`src/rtl/dmem_ctrl_pkg.sv`:
```
// Shared definitions for the data-memory controller and the EX/MEM stages.
// Memop one-hot bit map, FSM state encodings and SRAM-like size codes.
// No logic; constants only.
package dmem_ctrl_pkg;

  localparam int MEMOP_W = 12;

  // One-hot memop bit positions
  localparam int MOP_LB  = 0;
  localparam int MOP_LBU = 1;
  localparam int MOP_LH  = 2;
  localparam int MOP_LHU = 3;
  localparam int MOP_LW  = 4;
  localparam int MOP_SB  = 5;
  localparam int MOP_SH  = 6;
  localparam int MOP_SW  = 7;
  localparam int MOP_LWL = 8;
  localparam int MOP_LWR = 9;
  localparam int MOP_SWL = 10;
  localparam int MOP_SWR = 11;

  // Controller FSM states
  localparam logic [2:0] S_IDLE   = 3'd0;
  localparam logic [2:0] S_REQ    = 3'd1;
  localparam logic [2:0] S_WAIT   = 3'd2;
  localparam logic [2:0] S_DONE   = 3'd3;
  localparam logic [2:0] S_CANCEL = 3'd4;

  // data_size encodings
  localparam logic [1:0] SIZE_BYTE = 2'd0;
  localparam logic [1:0] SIZE_HALF = 2'd1;
  localparam logic [1:0] SIZE_WORD = 2'd2;

endpackage

```
`src/rtl/dmem_store_align.sv`:
```
// Decodes a memop into port size, byte strobes and lane-aligned store data.
// Purely combinational, zero latency.
// No handshake; the caller registers the outputs.
module dmem_store_align
  import dmem_ctrl_pkg::*;
(
  input  logic [MEMOP_W-1:0] memop,
  input  logic [1:0]         a,
  input  logic [31:0]        rt,
  output logic [1:0]         size,
  output logic [3:0]         wstrb,
  output logic [31:0]        wdata,
  output logic               word_align
);

  logic is_byte;
  logic is_half;
  logic is_word;

  assign is_byte    = memop[MOP_LB] | memop[MOP_LBU] | memop[MOP_SB];
  assign is_half    = memop[MOP_LH] | memop[MOP_LHU] | memop[MOP_SH];
  // Unaligned-word ops always talk to the containing aligned word
  assign word_align = memop[MOP_LWL] | memop[MOP_LWR] | memop[MOP_SWL] | memop[MOP_SWR];
  assign is_word    = memop[MOP_LW] | memop[MOP_SW] | word_align;

  // Size, strobes and data lane placement for each store flavour; loads write no bytes
  always_comb begin
    size  = SIZE_BYTE;
    wstrb = 4'b0000;
    wdata = rt;
    if (is_byte)      size = SIZE_BYTE;
    else if (is_half) size = SIZE_HALF;
    else if (is_word) size = SIZE_WORD;

    if (memop[MOP_SB]) begin
      wstrb = 4'b0001 << a;
      wdata = {4{rt[7:0]}};
    end else if (memop[MOP_SH]) begin
      wstrb = a[1] ? 4'b1100 : 4'b0011;
      wdata = {2{rt[15:0]}};
    end else if (memop[MOP_SW]) begin
      wstrb = 4'b1111;
      wdata = rt;
    end else if (memop[MOP_SWL]) begin
      // Most-significant bytes of rt land in the low lanes up to address a
      wstrb = 4'b1111 >> (2'd3 - a);
      wdata = rt >> {(2'd3 - a), 3'b000};
    end else if (memop[MOP_SWR]) begin
      // Least-significant bytes of rt land from address a upward
      wstrb = 4'b1111 << a;
      wdata = rt << {a, 3'b000};
    end
  end

endmodule

```
`src/rtl/dmem_ctrl.sv`:
```
// Sequences EX-stage loads/stores onto the SRAM-like data port, one at a time.
// Minimum 4 cycles per access (accept, req, wait, done); no overlap.
// Stalls the pipeline via stallreq_o until the response; absorbs flushed responses.
module dmem_ctrl
  import dmem_ctrl_pkg::*;
#(
  parameter int MMOP_W = MEMOP_W
) (
  input  logic              clk,
  input  logic              rst,
  input  logic              ex_valid_i,
  input  logic [MMOP_W-1:0] ex_memop_i,
  input  logic [31:0]       ex_addr_i,
  input  logic [31:0]       ex_rt_i,
  input  logic              flush_i,
  input  logic              pipe_stall_i,
  output logic              data_req,
  output logic              data_wr,
  output logic [1:0]        data_size,
  output logic [31:0]       data_addr,
  output logic [3:0]        data_wstrb,
  output logic [31:0]       data_wdata,
  input  logic              data_addr_ok,
  input  logic              data_data_ok,
  input  logic [31:0]       data_rdata,
  output logic [31:0]       mem_memdata_o,
  output logic              stallreq_o
);

  logic [2:0]  state;
  logic        access;
  logic        is_wr;
  logic [1:0]  al_size;
  logic [3:0]  al_wstrb;
  logic [31:0] al_wdata;
  logic        al_word_align;

  assign access = ex_valid_i & (|ex_memop_i);
  assign is_wr  = (|ex_memop_i[MOP_SW:MOP_SB]) | (|ex_memop_i[MOP_SWR:MOP_SWL]);

  dmem_store_align u_align (
    .memop      (ex_memop_i),
    .a          (ex_addr_i[1:0]),
    .rt         (ex_rt_i),
    .size       (al_size),
    .wstrb      (al_wstrb),
    .wdata      (al_wdata),
    .word_align (al_word_align)
  );

  assign data_req = (state == S_REQ);

  // Access FSM, request field capture and read-word capture
  always_ff @(posedge clk) begin
    if (rst) begin
      state         <= S_IDLE;
      data_wr       <= 1'b0;
      data_size     <= 2'd0;
      data_addr     <= 32'd0;
      data_wstrb    <= 4'd0;
      data_wdata    <= 32'd0;
      mem_memdata_o <= 32'd0;
    end else begin
      case (state)
        S_IDLE: begin
          if (access && !flush_i) begin
            state      <= S_REQ;
            data_wr    <= is_wr;
            data_size  <= al_size;
            data_addr  <= al_word_align ? {ex_addr_i[31:2], 2'b00} : ex_addr_i;
            data_wstrb <= al_wstrb;
            data_wdata <= al_wdata;
          end
        end
        S_REQ: begin
          // Once accepted, a response is owed even if the instruction is flushed
          if (data_addr_ok)  state <= flush_i ? S_CANCEL : S_WAIT;
          else if (flush_i)  state <= S_IDLE;
        end
        S_WAIT: begin
          if (data_data_ok) begin
            if (flush_i) begin
              state <= S_IDLE;
            end else begin
              state         <= S_DONE;
              mem_memdata_o <= data_rdata;
            end
          end else if (flush_i) begin
            state <= S_CANCEL;
          end
        end
        S_DONE: begin
          // Same instruction still sits in EX until the pipeline advances
          if (!pipe_stall_i || flush_i) state <= S_IDLE;
        end
        S_CANCEL: begin
          if (data_data_ok) state <= S_IDLE;
        end
        default: state <= S_IDLE;
      endcase
    end
  end

  // Stall request: raised from acceptance until the response has been captured
  always_comb begin
    stallreq_o = 1'b0;
    case (state)
      S_IDLE:                  stallreq_o = access & ~flush_i;
      S_REQ, S_WAIT, S_CANCEL: stallreq_o = 1'b1;
      default:                 stallreq_o = 1'b0;
    endcase
    if (rst) stallreq_o = 1'b0;
  end

  // A response with nothing outstanding means the interconnect broke protocol
  a_no_orphan_data_ok: assert property (@(posedge clk) disable iff (rst)
    !(data_data_ok && (state == S_IDLE || state == S_REQ || state == S_DONE)));

endmodule
```
`config.mk`:
```
export PLATFORM = sky130hd
export DESIGN_NAME = dmem_ctrl
export DESIGN_NICKNAME = d
export VERILOG_FILES = /design/src/rtl/dmem_ctrl_pkg.sv /design/src/rtl/dmem_store_align.sv /design/src/rtl/dmem_ctrl.sv
export SDC_FILE = /design/constraint.sdc
export NUM_CORES = 1
export LEC_CHECK = 0
export BUFFER_PORTS_ARGS = -buffer_cell sky130_fd_sc_hd__buf_4
export CORE_MARGIN = 4
export CORE_UTILIZATION = 30
export CTS_BUF_LIST = sky130_fd_sc_hd__clkbuf_8
export DETAILED_ROUTE_END_ITERATION = 7
export GPL_ROUTABILITY_DRIVEN = 0
export SYNTH_ARGS = -nofsm -noshare
export SYNTH_HDL_FRONTEND = slang
export SYNTH_SLANG_ARGS = --single-unit
```
`constraint.sdc`:
```
create_clock -name clk -period 6 [get_ports clk]
set_input_delay 1.2 -clock clk [delete_from_list [all_inputs] [get_ports clk]]
set_output_delay 1.2 -clock clk [all_outputs]
set_load 0.005 [all_outputs]
```
# Yosys cells after proc, flatten, opt, wreduce, memory -nomap -nowiden
# Index checks and enable logic that the tools add are counted.
[classes]
n_eq_ne = 9
n_addsub = 1
n_shift = 5
n_reduce_logical = 12
n_mux = 27
n_bitwise = 13
[ops]
columns = ["cell", "n"]
rows = [
  ["two-way mux 32 bit", 5],
  ["left shift 32 x 5 -> 32 bit", 1],
  [">> shifter 32 x 5 -> 32 bit", 1],
  ["two-way mux 3 bit", 8],
  ["two-way mux 4 bit", 6],
  ["one-hot mux 3 bit (5 select lines)", 1],
  ["OR reduction 12 bit", 1],
  ["two-way mux 2 bit", 5],
  ["OR 1 bit", 10],
  ["equality test 3 x 2 -> 1 bit, second input constant", 2],
  ["!= test 2 bit, second input constant", 3],
  ["OR reduction 3 bit", 2],
  ["AND reduction 5 bit", 1],
  ["left shift 1 x 2 -> 4 bit, first input constant", 1],
  ["left shift 4 x 2 -> 4 bit, first input constant", 1],
  [">> shifter 4 x 2 -> 4 bit, first input constant", 1],
  ["equality test 3 x 1 -> 1 bit, second input constant", 1],
  ["equality test 3 bit, second input constant", 1],
  ["logical NOT 3 bit", 1],
  ["!= test 3 x 2 -> 1 bit, second input constant", 1],
  ["!= test 3 bit, second input constant", 1],
  ["AND reduction 3 bit", 1],
  ["bitwise AND 1 bit", 2],
  ["logical NOT 1 bit", 2],
  ["other kinds (8)", 8],
]
[word_totals]
elab_cells = 74
reg_bits = 106

# Depth between registers and ports, before layout
# Gate-level depths: netlist (run 1).
[depth]
depth_word = 7
depth_mapped = 8
mapped_depth_nobuf = 5

# Modules after synthesis
# A second synthesis (run 1) with hierarchy kept.
[hier_totals]
cells_unflattened = 717
area_unflattened_um2 = 5955.7
[modules_own_cells]
columns = ["mod", "cells_each", "instances", "seq_area_each_um2", "area_each_um2"]
rows = [
  ["dmem_ctrl", 526, 1, 2122.0, 4434.3],
  ["dmem_store_align", 191, 1, 0.0, 1521.5],
]

# Least setup slack after synthesis (run 1)
# OpenSTA, ideal clock, no wires.
[synth_timing]
path_type = "input -> output"
startpoint = "input port ex_memop_i[10]"
endpoint = "output port stallreq_o"
arrival_time_ns = 1.976
required_ns = 4.800
path_buffers = 1
setup_slack_ns = 2.824
path_stages = 5
path_cell_list = "buf_6 > nor4_4 > a41oi_1 > nor2_1 > nor3_1"
[synth_via]
elab_chain_cells = 5
[synth_rtl]
columns = ["element", "line_no", "rtl"]
rows = [
  ["start: declaration", "dmem_ctrl.sv:12", "input logic [MMOP_W-1:0] ex_memop_i,"],
  ["OR reduction 12 bit", "dmem_ctrl.sv:38", "assign access = ex_valid_i & (|ex_memop_i);"],
  ["bitwise AND 1 bit", "dmem_ctrl.sv:38", ""],
  ["bitwise AND 1 bit", "dmem_ctrl.sv:108", "S_IDLE: stallreq_o = access & ~flush_i;"],
  ["one-hot mux 1 bit (2 select lines)", "dmem_ctrl.sv:107", "case (state)"],
  ["two-way mux 1 bit", "dmem_ctrl.sv:112", "if (rst) stallreq_o = 1'b0;"],
  ["end: declaration", "dmem_ctrl.sv:27", "output logic stallreq_o"],
]
# No other way between the ends.

# Worst setup path in the final report (run 1)
[layout_timing]
startpoint = "input port ex_memop_i[3]"
endpoint = "output port stallreq_o"
# The elaborated chain is that of the path after synthesis.

==> out/metrics.cfg, run 1 <==
[outcome]
status = finished clean

[clock_network]
clock_latency_ns = 0.39
path_clk_slew_ns = 0.10
clock_sinks = 106
clock_path_buffers = 2
cts.root.buffer_cell = clkbuf_8
numCtsBuffers = 9
cts_setup_buffers = 0
holdBufCountCts = 0
cts_tree = yes
cts_resized = 0
htreeDepth = 3

[placement]
portBuffers = 219
dp_hpwl_mm = 12.93
dpl_cell_area_um2 = 6955

[detailed_routing]
routed_via_density = 5.183
detail-route-antenna-nets = 0
first_pass_iters = 5
routed_wl_mm = 18.52
drt-wirelength-per-cell_um = 17.42
drtIter0Drc = 483
vias = 5509
drc = 0

[final_layout]
diodes = 0
area_growth_pct = 34.41
stdcell_area_um2 = 7141
fin_nets = 948
drive_gt1_share_pct = 32.58

[floorplan]
start_util_pct = 30.71
fp.dieArea_um2 = 19900
pin_count = 220
dieWidth_um = 141.1
num_rows = 48
coreArea_um2 = 17300
fp.dieH_um = 141.1

[global_routing]
grt_pass1_wl_mm = 28.89
grt_pass1_vias = 5091
grt_max_degree = 91
antenna_found_initial = 0
overflow = 0
grtUsageTotal_pct = 18.12

[timing]
worst_slew_pin_slew_ns = 1.049
relSlewSlack_pct = 29.85
rsz0062_at_grt = false
fin_crit_ns = 3.807
slew_violations = 0
hold_viol_final = 0
period_share_pct = 63.45
setup_viol = 0
final.setup_skew_ns = 0.01146
fmax_mhz = 262.7
finalSetupTns_ns = 0

[setup_path]
start_kind = primary input
worstPathRequired_ns = 4.80
path_class = primary input to primary output
cp_max_fo = 3
arrival_ns = 2.61
end_kind = primary output

[yosys]
synthTopCellsByArea = dfxtp_1 40%, nand2_1 12%, a21oi_1 7.9%
syn_area_um2 = 5313
syn_inst = 660
synth_cell_types = 56
yosysTopAreaCell = dfxtp_1
synth_edf_count = 0
synth_top_area_share_pct = 39.94
ys.flop_type = dfxtp_1
ys_top_cells_by_count = 165 x nand2_1, 106 x dfxtp_1, 84 x a21oi_1
async_flop_share_pct = 0
avgSynthCellArea_um2 = 8.049
synth_fp_nets = 775
synth.most_common_cell = nand2_1
yosys_warnings = 0
ys_ff_latch = 106
ys_seq_area_share_pct = 39.94

[power]
power_density_nw_per_um2 = 225.7
power_leakage_nw = 2.814
ir_drop_v = 0.0001017

[run]
max-cap-violations = 0

[hold_path]
hold_path.class = flip-flop to flip-flop

[critical path, cell delays in order]
cell and delay [ns]:
buf_4 0.11, nor4_1 0.67, a41oi_1 0.26, nor2_1 0.14
nor3_1 0.06, buf_4 0.17
[placed cells by master, fill, tap and decap left out, types with 3 or more instances in the layout]
cell type	count
a2111oi_0	3
a211oi_1	19
a21oi_1	84
a221oi_1	24
a222oi_1	8
a22o_1	7
a22oi_1	5
a311oi_1	7
a311oi_2	5
buf_4	223
clkbuf_8	9
dfxtp_1	106
inv_1	4
mux2_2	15
mux2i_1	4
mux4_2	4
nand2_1	164
nand2b_1	5
nand3_1	11
nor2_1	48
nor2b_1	4
nor3_1	18
o211ai_1	5
o21a_1	3
o21ai_0	7
o221ai_1	6
[sequential cells by signal, indices dropped and copies added, names as in the netlist]
signal and count:
data_wr 1, mem_memdata_o 32, state 3, data_wdata 32, data_wstrb 4, data_addr 32
data_size 2
[report_power, final]
part	total [W]	switching [W]	internal (W)
clock	0.000440	0.000280	0.000160
combinational	0.000392	0.000202	0.000190
sequential	0.000779	0.0000295	0.000750
total	0.00161	0.000512	0.00110
[stage by stage]
step                hold WS [ns]  total power [W]  std cells  worst slack [ns]  util [%]
finish                    0.4597         0.001612       1063             2.193     41.28
global route              0.4774         0.001713       1063             2.034     41.28
CTS                       0.4629         0.001640       1063             2.160     41.28
detailed placement        0.4470         0.001192       1047             2.163     40.21
global placement          0.4427         0.001189       1047             2.143     40.21
floorplan                 0.4483         0.001008        660             2.824         -
[metal layers]
metal,wire [µm],track usage [%],vias up
li1,-,-,2729
met1,8228,25.15,2561
met2,8684,28.37,199
met3,1240,3.019,20
met4,363,6.527,0
met5,0,0,-
[cell type report]
cell class | instances | area (µm²)
Clock buffer | 9 | 123.9
Clock inverter | 7 | 61.31
Fill cell | 1847 | 10160
Inverter | 4 | 15.01
Multi-Input combinational cell | 489 | 2863
Sequential cell | 106 | 2122
Tap cell | 225 | 281.5
Timing Repair Buffer | 223 | 1674
[final timing paths]
path	startpoint	endpoint	slack, ns	cells after the start
hold reg to reg	data_addr[10]	data_addr[10]	0.46	2
setup reg to reg	state[2]	data_wdata[31]	3.42	5
setup / recovery	ex_memop_i[3]	stallreq_o	2.19	6
hold / removal	data_addr[10]	data_addr[10]	0.46	2
[kinds of logic (layout without fill, tap and decap cells)]
kind of cell,Yosys count,after routing,share of synthesized area (%)
AOI/OAI and AO/OA,194,194,25.74
and+or+nand+nor,272,272,22.42
buffers and inverters,65,243,6.265
muxes,23,23,5.629
DFF,106,106,39.94
No activity file was read; power rests on OpenSTA's default activity.
==> run 2, diff against run 1 <==
==> constraint.sdc (replaced) <==
create_clock -name clk -period 3.4 [get_ports clk]
set_input_delay 0.68 -clock clk [delete_from_list [all_inputs] [get_ports clk]]
set_output_delay 0.68 -clock clk [all_outputs]
set_load 0.005 [all_outputs]
==> out/metrics.cfg, run 2 (same netlist as run 1, synthesis figures left out) <==
[outcome]
status = finished clean

[timing]
fin_crit_ns = 2.508
relSlewSlack_pct = 34.47
hold_viol_final = 0
worst_slew_pin_slew_ns = 0.9829
setup_viol = 0
final.setup_skew_ns = 0.01433
period_share_pct = 73.77
finalSetupTns_ns = 0
slew_violations = 0
rsz0062_at_grt = false
fmax_mhz = 398.7

[power]
power_leakage_nw = 2.848
power_density_nw_per_um2 = 399.6
ir_drop_v = 0.0002495

[clock_network]
cts_resized = 0
clock_path_buffers = 2
numCtsBuffers = 9
holdBufCountCts = 0
htreeDepth = 3
clock_sinks = 106
path_clk_slew_ns = 0.10
cts_setup_buffers = 0
clock_latency_ns = 0.39
cts_tree = yes
cts.root.buffer_cell = clkbuf_8

[placement]
placedCellCount = 1055
dp_hpwl_mm = 13.24
portBuffers = 219

[floorplan]
fp.dieArea_um2 = 19900
fp.dieH_um = 141.1
pin_count = 220
num_rows = 48
dieWidth_um = 141.1
start_util_pct = 30.71
coreArea_um2 = 17300

[run]
max-cap-violations = 0

[detailed_routing]
routed_wl_mm = 18.41
drtIter0Drc = 383
first_pass_iters = 6
drc = 0
drt-wirelength-per-cell_um = 17.22
detail-route-antenna-nets = 0
routed_via_density = 5.134
vias = 5488

[global_routing]
antenna_found_initial = 0
grtUsageTotal_pct = 17.66
grt_pass1_wl_mm = 28.24
grt_max_degree = 91
grt_pass1_vias = 5114
overflow = 0

[final_layout]
most-common-layout-cells = 231 x buf_4, 164 x nand2_1, 106 x dfxtp_1, 84 x a21oi_1, 48 x nor2_1
drive_gt1_share_pct = 33.18
fin_nets = 956
diodes = 0
area_growth_pct = 35.61
final_common_cell = buf_4
top_regs = data_addr (32), data_wdata (32), mem_memdata_o (32)
stdcell_count = 1069

[setup_path]
slowest_delay_ns = 0.40
end_kind = primary output
path_cells = buf_4 > nor4_4 > a41oi_1 > nor2_1 > nor3_1 > buf_4
start_kind = primary input
worstPathRequired_ns = 2.72
critical_path.top_delay_family = simple AND/OR/NAND/NOR gates
slowest_stage = nor4_4
arrival_ns = 1.83
crit_top_cell = buf_4
worst-path-buf-inv = 2
cp_max_fo = 17
path_class = primary input to primary output

[hold_path]
hold_path.class = flip-flop to flip-flop

==> run 2: cell count changes in the layout (fill, tap and decap cells not counted) <==
cell / delta
clkbuf_8: +1
clkinvlp_4: +1
buf_4: +8
bufinv_16: +1
clkinv_2: +1
inv_1: -1
inv_8: -2
inv_6: -1
clkinv_4: -2
==> run 2: routing by layer <==
metal	vias to the layer above	GRT usage [%]	share of wire, %
met1	2536	23.49	44
met2	190	27.92	47
met5	-	0	0
li1	2739	-	-
met3	23	4.715	6.9
met4	0	5.609	2.0
==> run 2: path summary, 6_finish.rpt <==
kind                                   startpoint           endpoint  slack (ns)  cells past startpoint
worst min register to register  mem_memdata_o[18]  mem_memdata_o[18]        0.46                      2
worst min-delay path            mem_memdata_o[18]  mem_memdata_o[18]        0.46                      2
worst max register to register           state[0]     data_wdata[31]        0.98                      5
worst max-delay path               ex_memop_i[10]         stallreq_o        0.89                      6
==> run 2: cell type report <==
| class | count | area [µm²] |
|---|---|---|
| fillers | 1820 | 10090 |
| well taps | 225 | 281.5 |
| repair buffers | 231 | 1734 |
| clock inverters | 4 | 51.30 |
| flip-flops and latches | 106 | 2122 |
| multi-input cells | 489 | 2863 |
| inverters | 4 | 15.01 |
| clock buffers | 10 | 137.6 |
==> run 2: worst register-to-register path: cells and delay by family, from the launching register on <==
family	cells	cell delay [ns]
and+or+nand+nor	3	1.40
AOI/OAI and AO/OA	2	0.52
DFF	1	0.43
==> run 2: stage by stage <==
stage          utilization, %  setup WS [ns]  total power (W)  hold slack [ns]  area, µm²
2_1_floorplan               -          1.206         0.001779           0.4483       5313
3_3_place_gp            40.56         0.7686         0.002104           0.4434       7015
3_5_place_dp            40.56         0.6924         0.002108           0.4472       7015
4_1_cts                 41.65         0.8489         0.002927           0.4606       7204
5_1_grt                 41.65         0.7338         0.003042           0.4758       7204
6_report                41.65         0.8917         0.002879           0.4578       7204
==> run 2: where the power goes <==
part	total (W)	internal (W)	switching, W	leakage [nW]
sequential	0.00137	0.00132	0.0000515	0.863
combinational	0.000700	0.000342	0.000358	1.89
clock	0.000804	0.000355	0.000449	0.0946
==> run 3, diff against run 2 <==
==> constraint.sdc (replaced) <==
create_clock -name clk -period 2.5 [get_ports clk]
set_input_delay 0.5 -clock clk [delete_from_list [all_inputs] [get_ports clk]]
set_output_delay 0.5 -clock clk [all_outputs]
set_load 0.005 [all_outputs]
==> out/metrics.cfg, run 3 (same netlist as run 1, synthesis figures left out) <==
[outcome]
status = finished clean

[detailed_routing]
routed_via_density = 5.170
drtIter0Drc = 387
detail-route-antenna-nets = 0
first_pass_iters = 5
vias = 5609
drt-wirelength-per-cell_um = 17.36
routed_wl_mm = 18.84
drc = 0

[timing]
fin_crit_ns = 2.151
slew_violations = 0
setup_viol = 0
hold_viol_final = 0
hold-worst-slack_ns = 0.3189
finalSetupTns_ns = 0
rsz0062_at_grt = false
period_share_pct = 86.05
fmax_mhz = 464.8
final.setup_skew_ns = 0.01447
relSlewSlack_pct = 47.99
worst_slew_pin_slew_ns = 0.7785

[setup_path]
arrival_ns = 1.65
crit_start = ex_memop_i[3]
end_kind = primary output
slowest_stage = nor4_1
rr_worst_depth = 6
start_kind = primary input
path_class = primary input to primary output
worstReg2RegStart = state[0]
path_cells = buf_4 > nor4_1 > buf_4 > a41oi_1 > nor2_1 > nor3_1 > buf_4
worstPathRequired_ns = 2.00
crit_top_cell = buf_4
slowest_delay_ns = 0.38
cp_max_fo = 3

[clock_network]
holdBufCountCts = 0
cts_setup_buffers = 0
htreeDepth = 3
cts_resized = 0
cts_tree = yes
numCtsBuffers = 9
path_clk_slew_ns = 0.11
cts.root.buffer_cell = clkbuf_8
clock_latency_ns = 0.39
clock_path_buffers = 2
clock_sinks = 106

[floorplan]
coreArea_um2 = 17300
num_rows = 48
fp.dieArea_um2 = 19900
dieWidth_um = 141.1
pin_count = 220
fp.dieH_um = 141.1
start_util_pct = 30.71

[final_layout]
fin_nets = 970
diodes = 0
multi_input_area_um2 = 2863
most-common-layout-cells = 242 x buf_4, 164 x nand2_1, 106 x dfxtp_1, 84 x a21oi_1, 48 x nor2_1
regArea_um2 = 2122
area_growth_pct = 38.13
final_common_cell = buf_4
top_regs = data_addr (32), data_wdata (32), mem_memdata_o (32)
drive_gt1_share_pct = 34.30
fillerInstances = 1802

[power]
total_power_w = 0.003890
power_leakage_nw = 2.932
power_density_nw_per_um2 = 530.1
ir_drop_v = 0.0002697

[global_routing]
grt_pass1_vias = 5190
grt_max_degree = 79
grt_pass1_wl_mm = 29.15
antenna_found_initial = 0
grtUsageTotal_pct = 18.19
overflow = 0

[placement]
portBuffers = 219
dp_hpwl_mm = 13.73

[hold_path]
hold_path.class = primary input to flip-flop
whs_path_depth = 2
hold_start = pipe_stall_i

[run]
max-cap-violations = 0

run 3: per-layer routing:
metal / wire (µm) / vias up / track usage [%] / share of wire [%]
met1: 8189 / 2571 / 24.36 / 43
met2: 8814 / 248 / 29.07 / 47
met4: 411 / 0 / 5.354 / 2.2
li1: - / 2763 / - / -
met3: 1422 / 27 / 4.444 / 7.5
met5: 0 / - / 0 / 0
run 3: metrics by stage:
step | area, µm² | setup WS [ns] | utilization, % | std cells
after floorplan | 5313 | 0.4856 | - | 660
after global placement | 7158 | 0.2395 | 41.38 | 1069
after detailed placement | 7158 | 0.1599 | 41.38 | 1069
after CTS | 7338 | 0.2674 | 42.43 | 1085
after global routing | 7338 | 0.1647 | 42.43 | 1085
final | 7338 | 0.3487 | 42.43 | 1085
run 3: power by group:
part           switching [W]  internal [W]  total, W
Clock               0.000637      0.000392   0.00103
Combinational       0.000498      0.000492  0.000990
Sequential         0.0000713       0.00180   0.00187
Total                0.00121       0.00268   0.00389
run 3: worst max-delay path, delay by kind of cell:
kind,cells,cell delay [ns]
AO/OA/AOI/OAI,1,0.13
buffers and inverters,3,0.45
AND/OR/NAND/NOR,3,0.56
run 3: area by class of cell:
cell class	instances	share of cell area [%]
Multi-Input combinational cell	489	39.01
Clock buffer	10	1.876
Inverter	4	0.2046
Clock inverter	6	0.5797
Tap cell	225	3.836
Sequential cell	106	28.92
Timing Repair Buffer	245	25.58
run 3: worst paths after layout:
| check | to | slack (ns) |
|---|---|---|
| setup / recovery | stallreq_o | 0.35 |
| hold / removal | state[1] | 0.32 |
| setup reg to reg | data_wdata[12] | 0.39 |
| hold reg to reg | data_addr[9] | 0.46 |
